### src/rtl/wallace_pkg.sv
// Shared types and helpers for the Wallace / CLA elastic pipeline stages.
package wallace_pkg;
   localparam int DEF_DATA_W = 8;

   typedef logic [DEF_DATA_W-1:0] lane_t;

   typedef enum logic [1:0] {
      EMPTY = 2'd0,
      ONE   = 2'd1,
      TWO   = 2'd2
   } slot_state_t;

   function automatic int occ_w(input int depth);
      return $clog2(2 * depth + 1);
   endfunction

   function automatic logic [1:0] slot_cnt(input slot_state_t s);
      case (s)
         ONE:     return 2'd1;
         TWO:     return 2'd2;
         default: return 2'd0;
      endcase
   endfunction
endpackage

### src/rtl/wallace_pipe_stage_slot.sv
// One elastic stage: main + skid register with a registered ready, so the
// upstream ready never sees the downstream ready combinationally.
module pipe_skid_slot
   import wallace_pkg::*;
#(
   parameter int W = 512
) (
   input  logic         clk,
   input  logic         rst,
   input  logic         flush,
   input  logic         in_valid,
   output logic         in_ready,
   input  logic [W-1:0] in_data,
   output logic         out_valid,
   input  logic         out_ready,
   output logic [W-1:0] out_data,
   output logic [1:0]   cnt_nxt
);
   slot_state_t  state_q, state_d;
   logic [W-1:0] main_q, main_d;
   logic [W-1:0] skid_q, skid_d;
   logic         ready_q, ready_d;
   logic         acc, drn;

   always_comb begin
      acc     = in_valid & ready_q & ~flush;
      drn     = (state_q != EMPTY) & out_ready & ~flush;
      state_d = state_q;
      main_d  = main_q;
      skid_d  = skid_q;
      if (flush) begin
         state_d = EMPTY;
      end else begin
         case (state_q)
            EMPTY: if (acc) begin
               state_d = ONE;
               main_d  = in_data;
            end
            ONE: begin
               if (acc && drn) begin
                  main_d = in_data;
               end else if (acc) begin
                  state_d = TWO;
                  skid_d  = in_data;
               end else if (drn) begin
                  state_d = EMPTY;
               end
            end
            TWO: if (drn) begin
               state_d = ONE;
               main_d  = skid_q;
            end
            default: state_d = EMPTY;
         endcase
      end
      ready_d = (state_d != TWO);
      cnt_nxt = slot_cnt(state_d);
   end

   always_ff @(posedge clk or negedge rst) begin
      if (!rst) begin
         state_q <= EMPTY;
         main_q  <= '0;
         skid_q  <= '0;
         ready_q <= 1'b0;
      end else begin
         state_q <= state_d;
         main_q  <= main_d;
         skid_q  <= skid_d;
         ready_q <= ready_d;
      end
   end

   // Flush masks the handshake in the same cycle it is applied.
   assign in_ready  = ready_q & ~flush;
   assign out_valid = (state_q != EMPTY) & ~flush;
   assign out_data  = main_q;
endmodule

### src/rtl/wallace_pipe_stage.sv
// DEPTH-deep chain of back-pressurable skid slots carrying LANES x DATA_W
// beats, with synchronous flush and a registered occupancy count.
module wallace_pipe_stage
   import wallace_pkg::*;
#(
   parameter  int DATA_W = 8,
   parameter  int LANES  = 64,
   parameter  int DEPTH  = 2,
   localparam int W      = LANES * DATA_W,
   localparam int OCC_W  = occ_w(DEPTH)
) (
   input  logic                          clk,
   input  logic                          rst,
   input  logic                          flush,
   input  logic                          in_valid,
   output logic                          in_ready,
   input  logic [LANES-1:0][DATA_W-1:0]  in_data,
   output logic                          out_valid,
   input  logic                          out_ready,
   output logic [LANES-1:0][DATA_W-1:0]  out_data,
   output logic [OCC_W-1:0]              occ
);
   logic [DEPTH:0]            vld, rdy;
   logic [DEPTH:0][W-1:0]     dat;
   logic [DEPTH-1:0][1:0]     cnt_nxt;
   logic [OCC_W-1:0]          occ_q, occ_d;

   assign vld[0]     = in_valid;
   assign dat[0]     = in_data;
   assign in_ready   = rdy[0];
   assign rdy[DEPTH] = out_ready;
   assign out_valid  = vld[DEPTH];
   assign out_data   = dat[DEPTH];

   for (genvar i = 0; i < DEPTH; i++) begin : g_slot
      pipe_skid_slot #(.W(W)) u_slot (
         .clk       (clk),
         .rst       (rst),
         .flush     (flush),
         .in_valid  (vld[i]),
         .in_ready  (rdy[i]),
         .in_data   (dat[i]),
         .out_valid (vld[i+1]),
         .out_ready (rdy[i+1]),
         .out_data  (dat[i+1]),
         .cnt_nxt   (cnt_nxt[i])
      );
   end

   // Summing next-state counts keeps occ aligned with the slot state flops.
   always_comb begin
      occ_d = '0;
      for (int i = 0; i < DEPTH; i++) occ_d = occ_d + OCC_W'(cnt_nxt[i]);
   end

   always_ff @(posedge clk or negedge rst) begin
      if (!rst) occ_q <= '0;
      else      occ_q <= occ_d;
   end

   assign occ = occ_q;
endmodule

### config.mk
export PLATFORM = sky130hd
export DESIGN_NAME = wallace_pipe_stage
export DESIGN_NICKNAME = d
export VERILOG_FILES = /design/src/rtl/wallace_pkg.sv /design/src/rtl/wallace_pipe_stage_slot.sv /design/src/rtl/wallace_pipe_stage.sv
export SDC_FILE = /design/constraint.sdc
export NUM_CORES = 2
export LEC_CHECK = 0
export BUFFER_PORTS_ARGS = -buffer_cell sky130_fd_sc_hd__buf_2
export CORE_AREA = 3 3 511 513
export DETAILED_ROUTE_END_ITERATION = 8
export DIE_AREA = 0 0 514 516
export SETUP_SLACK_MARGIN = 0.02
export SYNTH_ARGS = -nofsm -noshare
export SYNTH_HDL_FRONTEND = slang
export SYNTH_SLANG_ARGS = --single-unit
### constraint.sdc
create_clock -name clk -period 2.1 [get_ports clk]
set_input_delay 0.105 -clock clk [delete_from_list [all_inputs] [get_ports clk]]
set_output_delay 0.105 -clock clk [all_outputs]
set_load 0.02 [all_outputs]
======== After elaboration in Yosys (flattened, before gate mapping) ========
Cells that the tools add are included.
cells by class
  add/subtract/negate cells ............... 1
  equality and inequality tests ........... 16
  mux-type cells .......................... 24
  bitwise gates (word level) .............. 15
  reductions and logical operators ........ 12
operators with widths
  kind                count
  $mux 512            6
  $pmux 512 s3        2
  $mux 2              12
  $and 1x1->1         12
  $ne 2x1->1 const B  6
  $pmux 2 s3          2
  $reduce_and 5->1    2
  $eq 2x1->1 const B  4
  $eq 2x2->1 const B  4
  $pmux 2 s2          2
  $reduce_and 4->1    2
  $reduce_bool 3->1   2
  $logic_not 2->1     2
  $ne 2x2->1 const B  2
  $reduce_bool 2->1   2
  $add 2x2->3         1
  $not 1->1           3
  $logic_and 1x1->1   2
storage, ports and cells
  bits in registers ....................... 2,057
  input bits .............................. 517
  output and inout bits ................... 517
  logic and storage cells ................. 77

======== Logic depth before layout (Yosys ltp) ========
  depth after elaboration ................. 12
  depth in mapped cells ................... 7

======== Modules after synthesis ========
Synthesis repeated with hierarchy kept, for this count alone.
second synthesis, totals
  cells, all modules ...................... 6,658
  area total of the unflattened synthesis .. 85,881.1 um2
by module, submodules not included
  module              instances  cells each  area each (um2)  seq. area each (um2)
  pipe_skid_slot      2          3,324       42,877.4         25,699.6
  wallace_pipe_stage  1          10          126.4            75.1

======== Worst setup path after synthesis ========
OpenSTA, ideal clock, no wires.
  path kind ............................... register to register
  from .................................... register g_slot[1].u_slot.state_q[0]
  to ...................................... register occ_q[1] (netlist: occ[1])
  setup time .............................. 136 ps
  arrival ................................. 1,965 ps
  required time ........................... 1,964 ps
  path slack .............................. -1 ps
  cell stages (with the launch flop) ...... 8
  cell sequence ........................... dfrtp_1 -> nor2b_1 -> buf_2 -> buf_2 -> buf_1 -> a21oi_1 -> nor3_1 -> fa_1
between the ends
  word-level cells in the longest chain between the ends .. 11
ends and longest elaborated chain
  item                                             RTL line                       RTL
  from (decl)                                      wallace_pipe_stage_slot.sv:19  slot_state_t state_q, state_d;
  from (signal assigned)                           wallace_pipe_stage_slot.sv:67  state_q <= state_d;
  $reduce_bool 2->1                                wallace_pipe_stage_slot.sv:27  drn = (state_q != EMPTY) & out_ready & ~flush;
  $and 1x1->1 (2 in series)                        wallace_pipe_stage_slot.sv:27
  $mux 2                                           wallace_pipe_stage_slot.sv:45  end else if (drn) begin
  $mux 2                                           wallace_pipe_stage_slot.sv:42  end else if (acc) begin
  $mux 2                                           wallace_pipe_stage_slot.sv:40  if (acc && drn) begin
  $pmux 2 s3 *                                     wallace_pipe_stage_slot.sv:34  case (state_q)
  $mux 2 *                                         wallace_pipe_stage_slot.sv:31  if (flush) begin
  $eq 2x2->1 / $eq 2x1->1 (equally long branches)  wallace_pkg.sv:18              case (s)
  $pmux 2 s2 *                                     wallace_pkg.sv:18
  $add 2x2->3 *                                    wallace_pipe_stage.sv:53       for (int i = 0; i < DEPTH; i++) occ_d = occ_d + OCC_W'(cnt_nxt[i]);
  named net occ_d[1]                               wallace_pipe_stage.sv:26       logic [OCC_W-1:0] occ_q, occ_d;
  to (signal assigned)                             wallace_pipe_stage.sv:57       if (!rst) occ_q <= '0;
  to (signal assigned)                             wallace_pipe_stage.sv:58       else occ_q <= occ_d;
  to (decl)                                        wallace_pipe_stage.sv:26
The timed path passes the listed nets; every way through them passes the cells marked *.
A chain may end at the register's enable or synchronous reset.

======== Final worst setup path ========
  from .................................... register g_slot[0].u_slot.state_q[0]
  to ...................................... register g_slot[0].u_slot.main_q[220]
between the ends
  word-level cells in the longest chain between the ends .. 6
ends and longest elaborated chain
  item                        RTL line                       RTL
  from (decl)                 wallace_pipe_stage_slot.sv:19
  from (signal assigned)      wallace_pipe_stage_slot.sv:67
  $reduce_bool 2->1           wallace_pipe_stage_slot.sv:27
  $and 1x1->1 (2 in series)   wallace_pipe_stage_slot.sv:27
  $logic_and 1x1->1           wallace_pipe_stage_slot.sv:40
  $ne 2x1->1 (no line)        n/a
  $reduce_and 5->1 (no line)  n/a
  to (signal assigned)        wallace_pipe_stage_slot.sv:68  main_q <= main_d;
  to (decl)                   wallace_pipe_stage_slot.sv:20  logic [W-1:0] main_q, main_d;
Parallel ways exist; a longest one is shown, timed or not.

==> results by stage <==
Power:
- The share of total power dissipated in combinational logic is 0.196.
- Dividing total power by cell area gives a power density of 983 nW/um2.
- For this design the static power due to leakage is 53.5 nW.
- The design draws 0.113 W.
- The internal portion of the total power is 0.0801 W.
- The share of total power dissipated in the clock network is 0.349.
- Across the VDD grid, the largest voltage drop is 0.724 mV.
- The share of total power dissipated in sequential elements is 0.456.
- Of the total power, the share spent switching nets is 0.291.
- For this design the total switching power over the nets is 0.0329 W.

Detailed routing:
- The remaining antenna violation count after routing is 0.
- The number of DRC violations after detailed-routing iteration 0 is 3878.
- The average via count per standard cell is 4.95.
- In the final routed layout, each cell accounts on average for 21.4 um.
- The total routed wirelength is 260000 um.
- Summing over every cut layer, the via total after detailed routing is 60.3k.
- In the routed design, unresolved DRC markers number 0.
- For this run, the detailed router's first-pass iteration total came to 5.

Timing:
- Dividing the final minimum period by the clock period gives 1.09.
- The final count of hold timing violations is 0.
- Measured against its own limit, the worst slew margin works out to 0.491.
- The transition time at the pin with the least slew margin is 0.764 ns.
- Clock skew on the completed layout was measured at 0.0721 ns.
- The maximum clock rate is 438 MHz.
- Across all setup checks in the final design, the least slack found is -0.183 ns.
- The minimum period implied by the final worst setup slack is 2.28 ns.
- Setup repair after global routing could not meet its margin everywhere.
- Setup violations remaining at the end of the flow were counted as 734.
- The final-report max-slew violation count came to 0.

Yosys:
- Each instance of the synthesized netlist takes up on average 12.5 um2.
- The parity-gate share of the synthesized area counting xor and xnor cells is 0.0000977.
- The proportion of synthesized area in mux cells is 0.257.
- The cell count after synthesis came out at 7156.
- The post-synthesis compound-gate area fraction is 0.0369.
- The fraction of the mapped netlist area in adder cells is 0.000363.
- The total standard cell area after synthesis is 89600 um2.
- The post-synthesis register bit count is 2057.
- The dominant synthesized flop cell is sky130_fd_sc_hd__dfrtp_1.
- The largest family of logic cells by synthesized area is multiplexers.
- The sequential share of the synthesized area is 0.574.
- The number of flops mapped to enable cells by yosys is 0.
- The net count after synthesis is 7675.
- The warning count from the yosys run is 0.
- The number of different library cells used by synthesis comes to 27.
- The fraction of the mapped netlist area in simple logic gates is 0.0655.
- The share of synthesized flip-flops with an asynchronous set or reset is 1.00.

CTS:
- The TritonCTS clock tree is built.
- After clock tree synthesis, the clock-pin slew on the worst setup and hold paths is 0.06 ns.
- The later pin in the worst-skew pair is clocked with a latency of 0.85 ns.
- The number of clock buffers added by TritonCTS is 217.
- The maximum buffer depth of the clock tree is 3.
- The tree is rooted in a sky130_fd_sc_hd__clkbuf_16.
- CTS saw 2057 sinks.
- The H-tree depth is 4.

Floorplan:
- In this run the core area contains 186 standard-cell rows.
- The die is 514 um wide.
- The I/O pin total is 1034.
- The die footprint is 265000 um2.
- The initial utilization of the core area, before any placement, comes to 0.349.
- The floorplan step defined a core boundary enclosing 257000 um2.
- The floorplan step set the die height to 516 um.

Setup path:
- The worst path arrival time is 3.00 ns.
- The data required time at the worst endpoint is 2.82 ns.
- In this run the critical register-to-register path is launched from g_slot[0].u_slot.state_q[0].
- STA classifies the critical path endpoint as a flip-flop.
- For flop-to-flop paths, the worst setup slack is -0.18 ns.
- Counting cells, the worst reg-to-reg path comes to 7.
- The category of the worst setup path launch point is a flip-flop.
- The endpoint identified for the worst register-to-register timing path is g_slot[0].u_slot.out_data[220].
- Of all nets on the critical path, the largest fanout is 56.
- The critical path class is reg -> reg.

Worst hold path:
- The worst hold path passes through 3 cells.
- In this run the most critical hold path is launched from in_data[144].
- The kind of path behind the tightest hold check is in -> reg.
- For hold timing, the worst endpoint is g_slot[0].u_slot.skid_q[144].

GRT:
- The wire length of the first global-routing pass is 393000 um.
- The initial antenna violation count is 38.
- The overall routing resource usage is 0.191.
- The remaining global-route overflow is 0.
- The number of global-route vias before repair is 62.6k.
- The maximum number of pins on one net before global-route repair is 104.

Placed design:
- The placer's final routability congestion estimate is 0.818.
- At the placement stage, the worst setup path has a slack of -0.234 ns.
- Summed over all nets, the half-perimeter wirelength after detailed placement is 171000 um.
- Input and output buffers added on the ports amount to 1033.

Layout:
- The net total in the final layout is 9105.
- Of the cells placed in the final design, the portion with a size suffix greater than 1 is 0.439.
- The area growth from synthesis to layout is 28.2%.

Run status:
- The checks that failed: negative setup slack.
- The flow ran to the end, but the final reports show violations.

Run:
- Max-cap violations in this run came to 0.
[layer usage]
| metal | vias to the layer above | share of wire | wire length [um] | track usage |
|---|---|---|---|---|
| met3 | 476 | 0.054 | 14000 | 0.0365 |
| met4 | 32 | 0.041 | 10600 | 0.0726 |
| li1 | 27100 | - | - | - |
| met5 | - | 0.00071 | 185 | 0 |
| met1 | 31000 | 0.43 | 113000 | 0.251 |
| met2 | 1680 | 0.47 | 123000 | 0.312 |
[power groups by stage]
stage               sequential [W]  combinational (W)  clock (W)
floorplan                   0.0498             0.0171          0
CTS                         0.0514             0.0222     0.0404
global route                0.0522             0.0237     0.0421
finish                      0.0515             0.0221     0.0394
detailed placement          0.0520             0.0198          0
global placement            0.0517             0.0194          0
[sequential cells by signal (all words and copies together), names as in the netlist]
register / count
g_slot.u_slot.skid_q: 1024
g_slot.u_slot.state_q: 4
occ: 3
g_slot.u_slot.ready_q: 2
g_slot.u_slot.out_data: 1024
[layout make-up]
| type | instances | area [um2] |
|---|---|---|
| well taps | 3384 | 4230 |
| diodes | 20 | 50.0 |
| fillers | 22900 | 142000 |
| flip-flops and latches | 2057 | 51500 |
| inverters | 2 | 7.51 |
| clock buffers | 322 | 6330 |
| multi-input cells | 4132 | 32900 |
| repair buffers | 2176 | 18800 |
| clock inverters | 79 | 1120 |
[placed cells by master, fill, tap and decap left out, types with 20 or more instances in the layout]
cell,n
sky130_fd_sc_hd__nand2_1,1026
sky130_fd_sc_hd__buf_4,173
sky130_fd_sc_hd__dfrtp_1,2057
sky130_fd_sc_hd__nor2_1,517
sky130_fd_sc_hd__buf_16,56
sky130_fd_sc_hd__mux2_2,1895
sky130_fd_sc_hd__clkbuf_8,51
sky130_fd_sc_hd__mux2_4,153
sky130_fd_sc_hd__clkbuf_16,223
sky130_fd_sc_hd__clkbuf_1,54
sky130_fd_sc_hd__clkinv_2,40
sky130_fd_sc_hd__dlygate4sd3_1,733
sky130_fd_sc_hd__diode_2,20
sky130_fd_sc_hd__buf_12,127
sky130_fd_sc_hd__a31oi_1,512
sky130_fd_sc_hd__buf_2,1032
sky130_fd_sc_hd__buf_6,31
[timing repair]
item,CTS,global route
pin swaps,2,0
hold buffers,733,0
gates resized for setup,290,34
setup buffers,56,1
hold endpoints to repair,3090,0
endpoints found under the setup margin,1405,1490
gates cloned,44,6
[worst max path at each step]
| stage | startpoint | end | slack (ns) | cells past startpoint |
|---|---|---|---|---|
| after floorplan | g_slot[1].u_slot.state_q[0] | g_slot[1].u_slot.out_data[412] | 0.1 | 6 |
| after global placement | g_slot[0].u_slot.state_q[1] | g_slot[1].u_slot.out_data[347] | -0.18 | 6 |
| after detailed placement | g_slot[0].u_slot.state_q[1] | g_slot[1].u_slot.out_data[347] | -0.23 | 6 |
| after CTS | g_slot[0].u_slot.state_q[0] | g_slot[0].u_slot.out_data[221] | -0.19 | 8 |
| after global routing | g_slot[0].u_slot.state_q[0] | g_slot[0].u_slot.out_data[22] | -0.28 | 8 |
| final | g_slot[0].u_slot.state_q[0] | g_slot[0].u_slot.out_data[220] | -0.18 | 7 |
[cells in the mapped netlist (2+ instances only)]
library cell | number | share of area
sky130_fd_sc_hd__inv_1 | 2 | 0.000084
sky130_fd_sc_hd__clkbuf_1 | 149 | 0.0062
sky130_fd_sc_hd__mux2_2 | 2048 | 0.26
sky130_fd_sc_hd__nand2_1 | 1026 | 0.043
sky130_fd_sc_hd__o21ai_0 | 2 | 0.00011
sky130_fd_sc_hd__nand2b_1 | 2 | 0.00014
sky130_fd_sc_hd__o311a_1 | 2 | 0.00022
sky130_fd_sc_hd__nor2_1 | 519 | 0.022
sky130_fd_sc_hd__nor2b_1 | 4 | 0.00028
sky130_fd_sc_hd__nor3_1 | 2 | 0.00011
sky130_fd_sc_hd__a31oi_1 | 512 | 0.036
sky130_fd_sc_hd__a211oi_1 | 2 | 0.00017
sky130_fd_sc_hd__nand3_1 | 2 | 0.00011
sky130_fd_sc_hd__dfrtp_1 | 2057 | 0.57
sky130_fd_sc_hd__buf_2 | 267 | 0.015
sky130_fd_sc_hd__buf_4 | 512 | 0.043
sky130_fd_sc_hd__a21oi_1 | 2 | 0.00011
sky130_fd_sc_hd__buf_1 | 37 | 0.0015
[critical path, stage by stage, from the launching register on]
cell and delay (ns):
sky130_fd_sc_hd__dfrtp_1 0.39, sky130_fd_sc_hd__buf_4 0.16, sky130_fd_sc_hd__or4bb_1 0.53, sky130_fd_sc_hd__o41ai_4 0.12
sky130_fd_sc_hd__buf_12 0.29, sky130_fd_sc_hd__buf_16 0.28, sky130_fd_sc_hd__nor2_1 0.07, sky130_fd_sc_hd__a31oi_1 0.15
[cells by family after synthesis]
logic type      Yosys count
flops                  2057
compound gates          524
xor+xnor                  1
buf+inv                 967
mux                    2048
simple gates           1557
fa+ha+maj                 2
[per-stage QoR]
step | std cells | instance area, um2 | hold WS (ns) | setup TNS (ns) | util
after floorplan | 7156 | 89600 | -0.191 | 0 | -
after global placement | 10900 | 96900 | 0.129 | -73.33 | 0.377
after detailed placement | 10900 | 96900 | 0.124 | -106.85 | 0.377
after CTS | 12200 | 115000 | 0.000267 | -56.71 | 0.447
after global routing | 12200 | 115000 | 0.0129 | -140.37 | 0.448
final | 12200 | 115000 | 0.0918 | -45.79 | 0.448
Power figures use the tool's default switching activity.
